### src/rtl/div_pkg.sv
// rtl/div_pkg.sv - shared types and sizing for the sequential restoring divider
package div_pkg;

    localparam int DIV_N  = 8;
    localparam int DIV_CW = $clog2(DIV_N);

    typedef enum logic [1:0] {
        IDLE = 2'd0,
        CALC = 2'd1,
        DONE = 2'd2
    } div_state_e;

endpackage

### src/rtl/div_step.sv
// rtl/div_step.sv - one restoring-division step: shift in a dividend bit, trial subtract
module div_step
    import div_pkg::*;
#(
    parameter int N = DIV_N
) (
    input  logic [N-1:0] r,
    input  logic         bit_in,
    input  logic [N-1:0] divisor,
    output logic [N-1:0] r_next,
    output logic         q_bit
);

    logic [N:0] t;
    logic [N:0] diff;

    // Trial subtraction on the N+1 bit shifted remainder; restore when it would go negative
    always_comb begin
        t      = {r, bit_in};
        diff   = t - {1'b0, divisor};
        q_bit  = (t >= {1'b0, divisor});
        r_next = q_bit ? diff[N-1:0] : t[N-1:0];
    end

endmodule

### src/rtl/seq_div_16x8.sv
// rtl/seq_div_16x8.sv - iterative 2N/N unsigned divider with valid/ready on both sides
module seq_div_16x8
    import div_pkg::*;
#(
    parameter int N = DIV_N
) (
    input  logic           clk,
    input  logic           rst_n,
    input  logic           in_valid,
    output logic           in_ready,
    input  logic [2*N-1:0] dividend,
    input  logic [N-1:0]   divisor,
    output logic           out_valid,
    input  logic           out_ready,
    output logic [N-1:0]   quot,
    output logic [N-1:0]   rem,
    output logic           ovf,
    output logic           dz
);

    localparam int CW = (N > 1) ? $clog2(N) : 1;

    div_state_e  state_q, state_d;
    logic [N-1:0] r_q, r_d;
    logic [N-1:0] l_q, l_d;
    logic [N-1:0] div_q, div_d;
    logic [CW-1:0] cnt_q, cnt_d;
    logic [N-1:0] quot_q, quot_d;
    logic [N-1:0] rem_q, rem_d;
    logic         ovf_q, ovf_d;
    logic         dz_q, dz_d;

    logic [N-1:0] step_r;
    logic         step_q;

    div_step #(.N(N)) u_step (
        .r       (r_q),
        .bit_in  (l_q[N-1]),
        .divisor (div_q),
        .r_next  (step_r),
        .q_bit   (step_q)
    );

    assign in_ready  = (state_q == IDLE);
    assign out_valid = (state_q == DONE);
    assign quot      = quot_q;
    assign rem       = rem_q;
    assign ovf       = ovf_q;
    assign dz        = dz_q;

    // State and datapath registers; reset aborts any operation in flight
    always_ff @(posedge clk or negedge rst_n) begin
        if (!rst_n) begin
            state_q <= IDLE;
            r_q     <= '0;
            l_q     <= '0;
            div_q   <= '0;
            cnt_q   <= '0;
            quot_q  <= '0;
            rem_q   <= '0;
            ovf_q   <= 1'b0;
            dz_q    <= 1'b0;
        end else begin
            state_q <= state_d;
            r_q     <= r_d;
            l_q     <= l_d;
            div_q   <= div_d;
            cnt_q   <= cnt_d;
            quot_q  <= quot_d;
            rem_q   <= rem_d;
            ovf_q   <= ovf_d;
            dz_q    <= dz_d;
        end
    end

    // Next-state and datapath update; results only change when entering DONE
    always_comb begin
        state_d = state_q;
        r_d     = r_q;
        l_d     = l_q;
        div_d   = div_q;
        cnt_d   = cnt_q;
        quot_d  = quot_q;
        rem_d   = rem_q;
        ovf_d   = ovf_q;
        dz_d    = dz_q;

        case (state_q)
            IDLE: begin
                if (in_valid) begin
                    div_d = divisor;
                    if (divisor == '0) begin
                        dz_d    = 1'b1;
                        ovf_d   = 1'b0;
                        quot_d  = '1;
                        rem_d   = dividend[N-1:0];
                        state_d = DONE;
                    end else if (dividend[2*N-1:N] >= divisor) begin
                        // Upper half already >= divisor: quotient needs more than N bits
                        ovf_d   = 1'b1;
                        dz_d    = 1'b0;
                        quot_d  = '1;
                        rem_d   = '1;
                        state_d = DONE;
                    end else begin
                        r_d     = dividend[2*N-1:N];
                        l_d     = dividend[N-1:0];
                        cnt_d   = CW'(N - 1);
                        state_d = CALC;
                    end
                end
            end
            CALC: begin
                // L doubles as the dividend shift-out and the quotient shift-in register
                r_d = step_r;
                l_d = {l_q[N-2:0], step_q};
                if (cnt_q == '0) begin
                    quot_d  = {l_q[N-2:0], step_q};
                    rem_d   = step_r;
                    ovf_d   = 1'b0;
                    dz_d    = 1'b0;
                    state_d = DONE;
                end else begin
                    cnt_d = cnt_q - CW'(1);
                end
            end
            DONE: begin
                if (out_ready) begin
                    state_d = IDLE;
                end
            end
            default: begin
                state_d = IDLE;
            end
        endcase
    end

endmodule

### config.mk
export PLATFORM = sky130hd
export DESIGN_NAME = seq_div_16x8
export DESIGN_NICKNAME = d
export VERILOG_FILES = /design/src/rtl/div_pkg.sv /design/src/rtl/div_step.sv /design/src/rtl/seq_div_16x8.sv
export SDC_FILE = /design/constraint.sdc
export NUM_CORES = 1
export LEC_CHECK = 0
export CAP_MARGIN = 20
export CORE_MARGIN = 5
export CORE_UTILIZATION = 58
export DETAILED_ROUTE_END_ITERATION = 7
export HOLD_SLACK_MARGIN = 0.08
export PLACE_DENSITY = 0.86
export SETUP_SLACK_MARGIN = 0.02
export SLEW_MARGIN = 10
export SYNTH_ARGS = -nofsm -noshare
export SYNTH_HDL_FRONTEND = slang
export SYNTH_SLANG_ARGS = --single-unit
export TNS_END_PERCENT = 10
### constraint.sdc
create_clock -name clk -period 4.7 [get_ports clk]
set_input_delay 0.94 -clock clk [delete_from_list [all_inputs] [get_ports clk]]
set_output_delay 0.94 -clock clk [all_outputs]
set_load 0.005 [all_outputs]
==> results of run 1 <==
## cell usage after synthesis (all sizes together) (2+ instances only)
cell type / number
dfrtp: 47
inv: 34
nor2: 31
o21ai: 22
ha: 18
nand2: 17
nand3: 17
mux2i: 15
a21oi: 12
clkbuf: 8
o31ai: 8
o211ai: 6
a211oi: 5
mux2: 5
nand2b: 5
o2bb2ai: 5
a2111oi: 4
buf: 4
a31oi: 3
nor2b: 3
a211o: 2
a21o: 2
a311o: 2
a311oi: 2
and2: 2
and3: 2
nor3: 2
nor4: 2
o21a: 2
o221ai: 2
o41ai: 2
or3: 2
xor2: 2
## critical path, delay by kind of cell
kind / cells / cell delay [ns]
adders and majority gates: 1 / 0.31
and+or+nand+nor: 2 / 0.80
buffers and inverters: 3 / 0.82
AOI/OAI and AO/OA: 3 / 0.65
## power by group through the flow
stage / Clock, W / Combinational, W / Sequential, W
after floorplan: 0 / 0.00115 / 0.000715
after global placement: 0 / 0.00154 / 0.000742
after detailed placement: 0 / 0.00160 / 0.000746
after CTS: 0.000355 / 0.00161 / 0.000739
after global routing: 0.000377 / 0.00180 / 0.000768
final: 0.000351 / 0.00164 / 0.000743
## area by class of cell
type                            instances  area, sq um  area share
Inverter                               34          128      0.0351
Clock buffer                            5         68.8      0.0189
Timing Repair Buffer                   51          515       0.142
Tap cell                               70         87.6      0.0241
Sequential cell                        47         1180       0.323
Clock inverter                          3         67.6      0.0186
Multi-Input combinational cell        218         1590       0.438
## logic make-up after synthesis
logic type	Yosys count	synth area share
flops	47	0.397
xor+xnor	2	0.00592
fa+ha+maj	19	0.0828
compound gates	89	0.234
mux	20	0.0697
buf+inv	46	0.0651
simple gates	88	0.145
## final timing paths
kind | start | to | slack [ns] | depth (start not counted)
worst min-delay path | div_q[7] | div_q[7] | 0.49 | 2
worst min register to register | div_q[7] | div_q[7] | 0.49 | 2
worst max-delay path | divisor[5] | l_q[2] | 1.33 | 9
max in group asynchronous | rst_n | r_q[4] | 3.57 | 2
min in group asynchronous | rst_n | quot[7] | 0.62 | 1
worst max register to register | r_q[3] | rem[1] | 2.15 | 6
## metrics by stage
step / setup WS (ns) / utilization / power [W] / hold slack [ns]
after floorplan: 1.94 / - / 0.00187 / 0.450
after global placement: 1.21 / 0.689 / 0.00228 / 0.465
after detailed placement: 1.10 / 0.689 / 0.00234 / 0.471
after CTS: 1.38 / 0.716 / 0.00271 / 0.491
after global routing: 1.13 / 0.721 / 0.00295 / 0.507
final: 1.33 / 0.721 / 0.00273 / 0.489
## routing by layer
metal / vias up / GRT usage / wire (microns)
li1: 1222 / - / -
met1: 1288 / 0.315 / 3130
met2: 60 / 0.401 / 3910
met3: 8 / 0.0395 / 294
met4: 0 / 0.0659 / 86
met5: - / 0 / 0
## cell usage in the layout (no fill, tap or decap), types with 3 or more instances in the layout
cell type         n
clkbuf_8          5
a21oi_1          12
o21ai_0          21
nand2b_1          4
dfrtp_1          47
a2111oi_0         3
inv_1            34
a211oi_1          5
nand3_1          17
o31ai_1           6
nor2_1           30
ha_1             18
a31oi_1           3
mux2i_1          15
nand2_1          16
clkdlybuf4s50_1  46
o2bb2ai_1         5
buf_4             3
o211ai_1          5
mux2_2            5
## registers in the layout, indices dropped and copies added, names as in the netlist
signal   flops
ovf          1
dz           1
rem          8
quot         8
l_q          8
r_q          8
cnt_q        3
div_q        8
state_q      2
==> impl_summary.txt, run 1 <==
----------------------------------------------------
[Run]
  Max-cap violation count ... 0

[Power]
  Maximum resistive drop on vdd ... 0.000436 V
  Sequential power share ... 0.272
  Combinational fraction of design power ... 0.599
  Switching part of the total ... 0.437
  Clk pwr share ... 0.129
  Int Pwr ... approximately 0.0015 W
  Net switching power ... 0.00119 W
  Power Density ... 750 nW/um^2
  Static power due to leakage ... around 1.7 nW

[Finish]
  Cell Count, Final, Fillers Out ... 428
  Area of all placed cells without fillers ... 3640 sq um
  Area growth from synthesis to layout ... 22.9%
  Number of antenna repair diodes ... 0
  Nets@finish ... 404
  Fraction of layout cells with a size suffix above 1 ... 0.0922
  Fillers ... 377

[Global routing]
  Wire length of the first global-routing pass ... about 12 mm
  Maximum number of pins on one net before global-route repair ... 48
  Global Route Usage Sum ... 0.238
  Overflow left after global routing ... 0
  Antenna violations before repair ... 0
  Number of global-route vias before repair ... 2584

[Drt]
  Routed wire per std cell ... between 15 and 20 microns
  Vias per Instance ... 6.02
  Vias ... 2578
  Post-detailed-routing wire length ... 7.42 mm
  Final ANT Viol Nets ... 0
  Number of violations reported at the end of detailed-routing iteration 0 ... 216
  Number of optimization iterations in the first detailed-route pass ... 4
  Post-route DRC violation count ... 0

[Clock network]
  Clock latency of the later-clocked register in the worst-skew pair ... around 0.30 ns
  Total clock buffers created by CTS ... 5
  TritonCTS clock tree ... yes
  CTS H-Tree Depth ... 2
  Buffer cell driving the clock tree root ... clkbuf_8
  Number of hold buffers added after cts ... 0
  Number of instances resized during post-cts repair ... 0
  Clock Sink Count ... 47
  Maximum root-to-sink buffer count ... 2
  Setup repair bufs after CTS ... 0
  Post-CTS clock slew at the launch and capture registers of the worst setup and hold paths ... around 0.090 ns

[Outcome]
  Status ... finished, final reports clean

[Place]
  Area post-placement ... 3470 sq um
  Port Buffer Count ... between 40 and 50
  HPWL reported at the end of detailed placement ... 5.50 mm
  Placed Cells ... 419
  Routability cong. ... between 0.9 and 1

[STA]
  Slew HR ... 0.427
  Final setup TNS ... 0 ns
  Final hold violation count ... 0
  Final setup violation count ... 0
  RSZ-0062 raised after global routing ... no
  Post-route fraction of the period consumed by the critical path ... 0.716
  Worst-margin pin slew ... 0.838 ns
  Worst clock skew on the final layout ... 0.00530 ns
  Fin. max-slew vios ... 0
  Maximum frequency from static timing analysis ... 297 MHz
  Final period demand of the worst path ... 3.37 ns

[Floorplanning]
  Floorplan die height ... 81.4 microns
  Total number of placement rows ... 26
  Initial Utilization ... 0.587
  Area inside the core boundary ... 5040 sq um
  Die X-Extent ... 81.4 microns
  I/O pin count ... 48
  Die Outline Area ... between 6000 and 7000 sq um

[Critical path]
  Slowest Stage Delay on Critical Path ... 0.60 ns
  Cell Chain, Critical Path ... clkdlybuf4s50_1, inv_1, ha_1, and4_1, o21ai_0, o211ai_2, buf_4, and2_1, o21ai_0
  Most common cell on crit path ... o21ai_0
  Arrival time of data at the critical path endpoint ... 3.52 ns
  Critical Path Start Type ... input pin
  Cell with the biggest individual delay on the critical path ... and2_1
  Crit Path Category ... input pin to flip-flop
  Endpoint type of the worst setup path ... flip-flop
  Peak fanout along the critical path ... 17
  CP Data Required Time ... a little under 5 ns

[Synthesis]
  Number of warnings printed during yosys synthesis ... 0
  Number of distinct library cells after synthesis ... 59
  Main synth FF type ... dfrtp_1
  Net count after synthesis ... ~360
  Mapped Cells ... between 300 and 400
  Sequential element share of the synthesized area ... 0.397
  Post-synth ARST share ... 1.00
  Mean Syn Cell Area ... 9.52 sq um
  Number of synthesized flops with an enable pin ... 0
  Ranking of synthesized cells by area ... dfrtp_1 40%, ha_1 7.6%, mux2i_1 5.1%, inv_1 4.3%, nor2_1 3.8%
  Yosys reg bits ... 47
  Dominant cell type by area after synthesis ... dfrtp_1
  Share of the synthesized area in the top cell type ... 0.397
  Cell area after technology mapping ... 2960 sq um

[Worst hold path]
  Class of the most critical hold timing path ... flip-flop to flip-flop

----------------------------------------------------
Note: power is estimated with default switching activity, not from simulation.
==> run 2, diff against run 1 <==
--- a/config.mk
+++ b/config.mk
@@ -7,10 +7,10 @@
 export LEC_CHECK = 0
 export CAP_MARGIN = 20
 export CORE_MARGIN = 5
-export CORE_UTILIZATION = 58
+export CORE_UTILIZATION = 54
 export DETAILED_ROUTE_END_ITERATION = 7
 export HOLD_SLACK_MARGIN = 0.08
-export PLACE_DENSITY = 0.86
+export PLACE_DENSITY = 0.81
 export SETUP_SLACK_MARGIN = 0.02
 export SLEW_MARGIN = 10
 export SYNTH_ARGS = -nofsm -noshare
==> constraint.sdc (replaced) <==
create_clock -name clk -period 3.2 [get_ports clk]
set_input_delay 0.64 -clock clk [delete_from_list [all_inputs] [get_ports clk]]
set_output_delay 0.64 -clock clk [all_outputs]
set_load 0.005 [all_outputs]
==> impl_summary.txt, run 2 (synthesis results as in run 1) <==
----------------------------------------------------
[Outcome]
  Status ... finished, final reports clean

[Global routing]
  M1 GR Usage ... 0.282
  M3 GR Usage ... 0.0286
  Maximum number of pins on one net before global-route repair ... 48
  Antenna violations before repair ... 0
  Number of global-route vias before repair ... 2496
  Most utilized layer in the global route result ... met2
  Global Route Usage Sum ... 0.207
  Overflow left after global routing ... 0
  M2 GR Usage ... 0.340
  Wire length of the first global-routing pass ... 11.9 mm

[Clock network]
  Buffer cell driving the clock tree root ... clkbuf_8
  Total clock buffers created by CTS ... 5
  Number of hold buffers added after cts ... 0
  TritonCTS clock tree ... yes
  Clock Sink Count ... 47
  Post-CTS clock slew at the launch and capture registers of the worst setup and hold paths ... 0.09 ns
  CTS H-Tree Depth ... 2
  Clock latency of the later-clocked register in the worst-skew pair ... 0.30 ns
  Setup repair bufs after CTS ... 0
  Number of instances resized during post-cts repair ... 0
  Maximum root-to-sink buffer count ... 2

[Finish]
  Nets@finish ... ~410
  Most common cell after layout, fill and taps aside ... dfrtp_1
  Fillers ... roughly 440
  Number of antenna repair diodes ... 0
  Most used cells in the layout excluding fill and tap cells ... 47 x dfrtp_1, 46 x clkdlybuf4s50_1, 34 x inv_1, 30 x nor2_1, 21 x o21ai_0
  Utilization after layout ... 0.680
  Fraction of layout cells with a size suffix above 1 ... 0.114
  Combined flip-flop and latch cell area ... 1180 sq um
  Cell Count, Final, Fillers Out ... 439
  Area growth from synthesis to layout ... 24.2%
  Footprint of the multi-input gates ... 1590 sq um

[Critical path]
  Critical Path Start Type ... input pin
  WP depth ... 10
  Number of buffers and inverters on the critical path ... 4
  Most common cell on crit path ... buf_4
  Worst setup path startpoint ... divisor[6]
  CP delay by family, top ... buffers and inverters
  Crit Path Category ... input pin to flip-flop
  Cell Chain, Critical Path ... clkdlybuf4s50_1, inv_1, ha_1, a21o_1, a22oi_1, buf_4, o2111ai_2, nand2_4, buf_4, mux2i_1
  Endpoint of the worst-slack reg-to-reg timing path ... rem[1]
  CP Data Required Time ... 3.43 ns
  Endpoint type of the worst setup path ... flip-flop
  Peak fanout along the critical path ... 12
  Last element of the critical path ... quot[7]
  Number of cells on the worst reg-to-reg path ... 6
  Slowest Stage Delay on Critical Path ... 0.48 ns
  Minimum setup slack among reg-to-reg paths ... between 0.7 and 0.8 ns
  Arrival time of data at the critical path endpoint ... between 2 and 3 ns
  Cell with the biggest individual delay on the critical path ... clkdlybuf4s50_1
  Reg2Reg Launch Point ... r_q[3]

[STA]
  Min Hold Slack ... 0.253 ns
  Final period demand of the worst path ... 2.70 ns
  Maximum frequency from static timing analysis ... 370 MHz
  Worst clock skew on the final layout ... 0.00845 ns
  Final setup violation count ... 0
  Fin. max-slew vios ... 0
  RSZ-0062 raised after global routing ... no
  Post-route fraction of the period consumed by the critical path ... 0.845
  Final hold violation count ... 0
  Final setup TNS ... 0 ns
  Slew HR ... 0.487
  Worst-margin pin slew ... 0.751 ns

[Power]
  Power Density ... 1070 nW/um^2
  Maximum resistive drop on vdd ... 0.000558 V
  Overall power of the completed layout ... 0.00393 W
  Switching part of the total ... 0.441
  Static power due to leakage ... around 1.7 nW
  Clk pwr share ... 0.112
  Int Pwr ... 0.00219 W
  Sequential power share ... 0.279
  Net switching power ... 0.00173 W
  Combinational fraction of design power ... 0.609

[Floorplanning]
  Area inside the core boundary ... approximately 5400 sq um
  Floorplan die height ... around 84 microns
  Total number of placement rows ... 27
  I/O pin count ... 48
  Die X-Extent ... between 80 and 90 microns
  Die Outline Area ... 7060 sq um
  Initial Utilization ... 0.548

[Drt]
  Number of violations reported at the end of detailed-routing iteration 0 ... between 150 and 200
  Vias per Instance ... a little under 6
  Number of optimization iterations in the first detailed-route pass ... 5
  Vias ... 2602
  Post-detailed-routing wire length ... 7.37 mm
  Routed wire per std cell ... ~17 microns
  Post-route DRC violation count ... 0
  Final ANT Viol Nets ... 0

[Place]
  Placed Cells ... between 400 and 500
  HPWL reported at the end of detailed placement ... 5.48 mm
  Port Buffer Count ... 47
  Routability cong. ... 0.857

[Worst hold path]
  Class of the most critical hold timing path ... input pin to async pin

[Run]
  Max-cap violation count ... 0

----------------------------------------------------
## run 2: cell types whose count changed in the layout (fill, tap and decap cells not counted)
cell / before / now
buf_4: 3 / 12
clkinvlp_4: 1 / 0
bufinv_16: 2 / 1
clkinv_2: 0 / 1
clkinv_4: 0 / 1
buf_16: 1 / 0
buf_12: 0 / 1
## run 2: worst reg2reg max path, stage by stage, from the launching register on
cell and delay (ns):
dfrtp_1 0.44, ha_1 0.37, a21oi_1 0.33, o221ai_2 0.28
a2111oi_0 0.65, a311o_1 0.21, a31oi_1 0.08
## run 2: through the flow
stage	setup WS, ns	cell area [sq um]
floorplan	0.737	2960
global placement	0.262	3540
CTS	0.489	3660
global route	0.355	3680
detailed placement	0.158	3540
finish	0.496	3680
## run 2: metal layers
layer,wire (microns),share of wire,vias up
met5,0,0,-
met4,125,0.017,0
met3,306,0.042,12
met2,3600,0.49,80
met1,3340,0.45,1258
li1,-,-,1252
## run 2: area by class of cell
class	instances	area share
clock buffers	5	0.0187
clock inverters	3	0.0119
inverters	34	0.0347
multi-input cells	218	0.434
flip-flops and latches	47	0.320
well taps	72	0.0245
repair buffers	60	0.157
## run 2: worst min-delay path by stage
stage                     depth (start not counted)     start        to
after global placement                            2  div_q[5]  div_q[5]
after global routing                              1     rst_n   quot[4]
after detailed placement                          2  div_q[5]  div_q[5]
after floorplan                                   0     rst_n  cnt_q[0]
after CTS                                         2  div_q[5]  div_q[5]
final                                             1     rst_n   quot[5]
## run 2: power by group through the flow
stage | logic [W] | registers (W) | clock network, W
finish | 0.00239 | 0.00109 | 0.000441
global route | 0.00263 | 0.00113 | 0.000474
CTS | 0.00236 | 0.00109 | 0.000449
detailed placement | 0.00234 | 0.00110 | 0
global placement | 0.00229 | 0.00110 | 0
floorplan | 0.00169 | 0.00105 | 0
==> run 3, diff against run 2 <==
--- a/config.mk
+++ b/config.mk
@@ -7,10 +7,10 @@
 export LEC_CHECK = 0
 export CAP_MARGIN = 20
 export CORE_MARGIN = 5
-export CORE_UTILIZATION = 54
+export CORE_UTILIZATION = 49
 export DETAILED_ROUTE_END_ITERATION = 7
 export HOLD_SLACK_MARGIN = 0.08
-export PLACE_DENSITY = 0.81
+export PLACE_DENSITY = 0.77
 export SETUP_SLACK_MARGIN = 0.02
 export SLEW_MARGIN = 10
 export SYNTH_ARGS = -nofsm -noshare
==> constraint.sdc (replaced) <==
create_clock -name clk -period 2.4 [get_ports clk]
set_input_delay 0.48 -clock clk [delete_from_list [all_inputs] [get_ports clk]]
set_output_delay 0.48 -clock clk [all_outputs]
set_load 0.005 [all_outputs]
==> impl_summary.txt, run 3 (synthesis results as in run 1) <==
----------------------------------------------------
[Outcome]
  Status ... finished, final reports clean

[Critical path]
  Arrival time of data at the critical path endpoint ... 2.55 ns
  Cell with the biggest individual delay on the critical path ... clkdlybuf4s50_1
  Critical Path Start Type ... input pin
  Slowest Stage Delay on Critical Path ... 0.47 ns
  Cell Chain, Critical Path ... clkdlybuf4s50_1, inv_1, ha_1, o21a_1, o21ai_2, buf_4, buf_4, o2111ai_4, nand2_4, clkbuf_16, mux2i_1
  CP Data Required Time ... 2.63 ns
  Number of buffers and inverters on the critical path ... 5
  Minimum setup slack among reg-to-reg paths ... 0.09 ns
  Crit Path Category ... input pin to flip-flop
  Most common cell on crit path ... buf_4
  CP delay by family, top ... buffers and inverters
  Peak fanout along the critical path ... 7
  Endpoint type of the worst setup path ... flip-flop

[Finish]
  Area of all placed cells without fillers ... roughly 4000 sq um
  Fraction of layout cells with a size suffix above 1 ... 0.226
  Number of antenna repair diodes ... 0
  Combined flip-flop and latch cell area ... 1180 sq um
  Utilization after layout ... 0.690
  Fillers ... 444
  Most common cell after layout, fill and taps aside ... dfrtp_1
  Most used cells in the layout excluding fill and tap cells ... 47 x dfrtp_1, 40 x buf_4, 36 x clkdlybuf4s50_1, 30 x nor2_1, 29 x inv_1
  Nets@finish ... 444
  Area growth from synthesis to layout ... 37.2%
  Footprint of the multi-input gates ... 1730 sq um

[Floorplanning]
  I/O pin count ... 48
  Die X-Extent ... 87.7 microns
  Area inside the core boundary ... 5890 sq um
  Die Outline Area ... 7700 sq um
  Total number of placement rows ... 28
  Floorplan die height ... 87.7 microns
  Initial Utilization ... 0.503

[Power]
  Maximum resistive drop on vdd ... 0.000789 V
  Combinational fraction of design power ... 0.661
  Int Pwr ... 0.00314 W
  Overall power of the completed layout ... 0.00566 W
  Net switching power ... roughly 0.0025 W
  Static power due to leakage ... 1.97 nW
  Sequential power share ... 0.257
  Clk pwr share ... 0.082
  Switching part of the total ... 0.446
  Power Density ... 1390 nW/um^2

[Place]
  Area post-placement ... 3780 sq um
  Port Buffer Count ... 47
  Routability cong. ... 0.892
  HPWL reported at the end of detailed placement ... 5.98 mm

[Drt]
  Routed wire per std cell ... around 17 microns
  Vias per Instance ... 5.83
  Number of optimization iterations in the first detailed-route pass ... 5
  Vias ... 2757
  Final ANT Viol Nets ... 0
  Post-route DRC violation count ... 0
  Post-detailed-routing wire length ... 8.21 mm
  Number of violations reported at the end of detailed-routing iteration 0 ... 262

[Clock network]
  Total clock buffers created by CTS ... 5
  TritonCTS clock tree ... yes
  Post-CTS clock slew at the launch and capture registers of the worst setup and hold paths ... 0.09 ns
  Clock latency of the later-clocked register in the worst-skew pair ... 0.30 ns
  Buffer cell driving the clock tree root ... clkbuf_8
  Maximum root-to-sink buffer count ... 2
  CTS H-Tree Depth ... 2
  Clock Sink Count ... 47

[Global routing]
  Number of global-route vias before repair ... 2688
  Global Route Usage Sum ... 0.218
  Maximum number of pins on one net before global-route repair ... 48
  Wire length of the first global-routing pass ... 13.1 mm
  Antenna violations before repair ... 0
  Overflow left after global routing ... 0

[STA]
  RSZ-0062 raised after global routing ... yes
  Maximum frequency from static timing analysis ... 431 MHz
  Final setup violation count ... 0
  Slew HR ... 0.601
  Post-route fraction of the period consumed by the critical path ... 0.966
  Worst clock skew on the final layout ... 0.00641 ns
  Worst-margin pin slew ... 0.598 ns
  Fin. max-slew vios ... 0
  Final hold violation count ... 0
  Final period demand of the worst path ... ~2.3 ns

[Run]
  Max-cap violation count ... 0

[Worst hold path]
  Class of the most critical hold timing path ... input pin to async pin

----------------------------------------------------
-- run 3: path summary, 6_finish.rpt --
path,from,end,cells after the start
worst min-delay path,rst_n,l_q[4],2
worst max-delay path,divisor[2],dz,11
worst min register to register,div_q[5],div_q[5],2
min in group clk,div_q[5],div_q[5],2
worst max register to register,r_q[5],r_q[7],7
max in group asynchronous,rst_n,div_q[6],2
-- run 3: power groups by stage --
stage	sequential [W]	combinational, W	clock (W)
floorplan	0.00140	0.00225	0
global placement	0.00145	0.00331	0
detailed placement	0.00146	0.00342	0
CTS	0.00145	0.00346	0.000477
global route	0.00151	0.00412	0.000514
finish	0.00145	0.00375	0.000466
-- run 3: layout make-up --
type | count | share of cell area
Sequential cell | 47 | 0.290
Multi-Input combinational cell | 218 | 0.425
Inverter | 34 | 0.0314
Timing Repair Buffer | 91 | 0.210
Tap cell | 75 | 0.0231
Clock buffer | 5 | 0.0169
Clock inverter | 3 | 0.00370
-- run 3: per-layer routing --
metal	GRT usage	vias up	wire (microns)	part of all wire
met1	0.288	1328	3370	0.41
met2	0.366	101	4210	0.51
met5	0	-	0	0
met3	0.0376	18	380	0.046
met4	0.0656	0	251	0.031
li1	-	1310	-	-
-- run 3: timing repair --
item | CTS | global route
resized for setup | 6 | 31
cloned | 0 | 2
pin swaps | 2 | 6
hold buffers | 0 | 0
buffers inserted | 0 | 1
endpoints found under the setup margin | 31 | 35
-- run 3: through the flow --
stage | std cells | hold WS [ns] | setup WS (ns) | TNS, ns
floorplan | 311 | 0.184 | 0.0968 | 0
global placement | 462 | 0.463 | -0.343 | -10.58
detailed placement | 462 | 0.475 | -0.432 | -12.95
CTS | 470 | 0.276 | 0.000917 | 0
global route | 473 | 0.302 | -0.0456 | -0.0939
finish | 473 | 0.261 | 0.0819 | 0
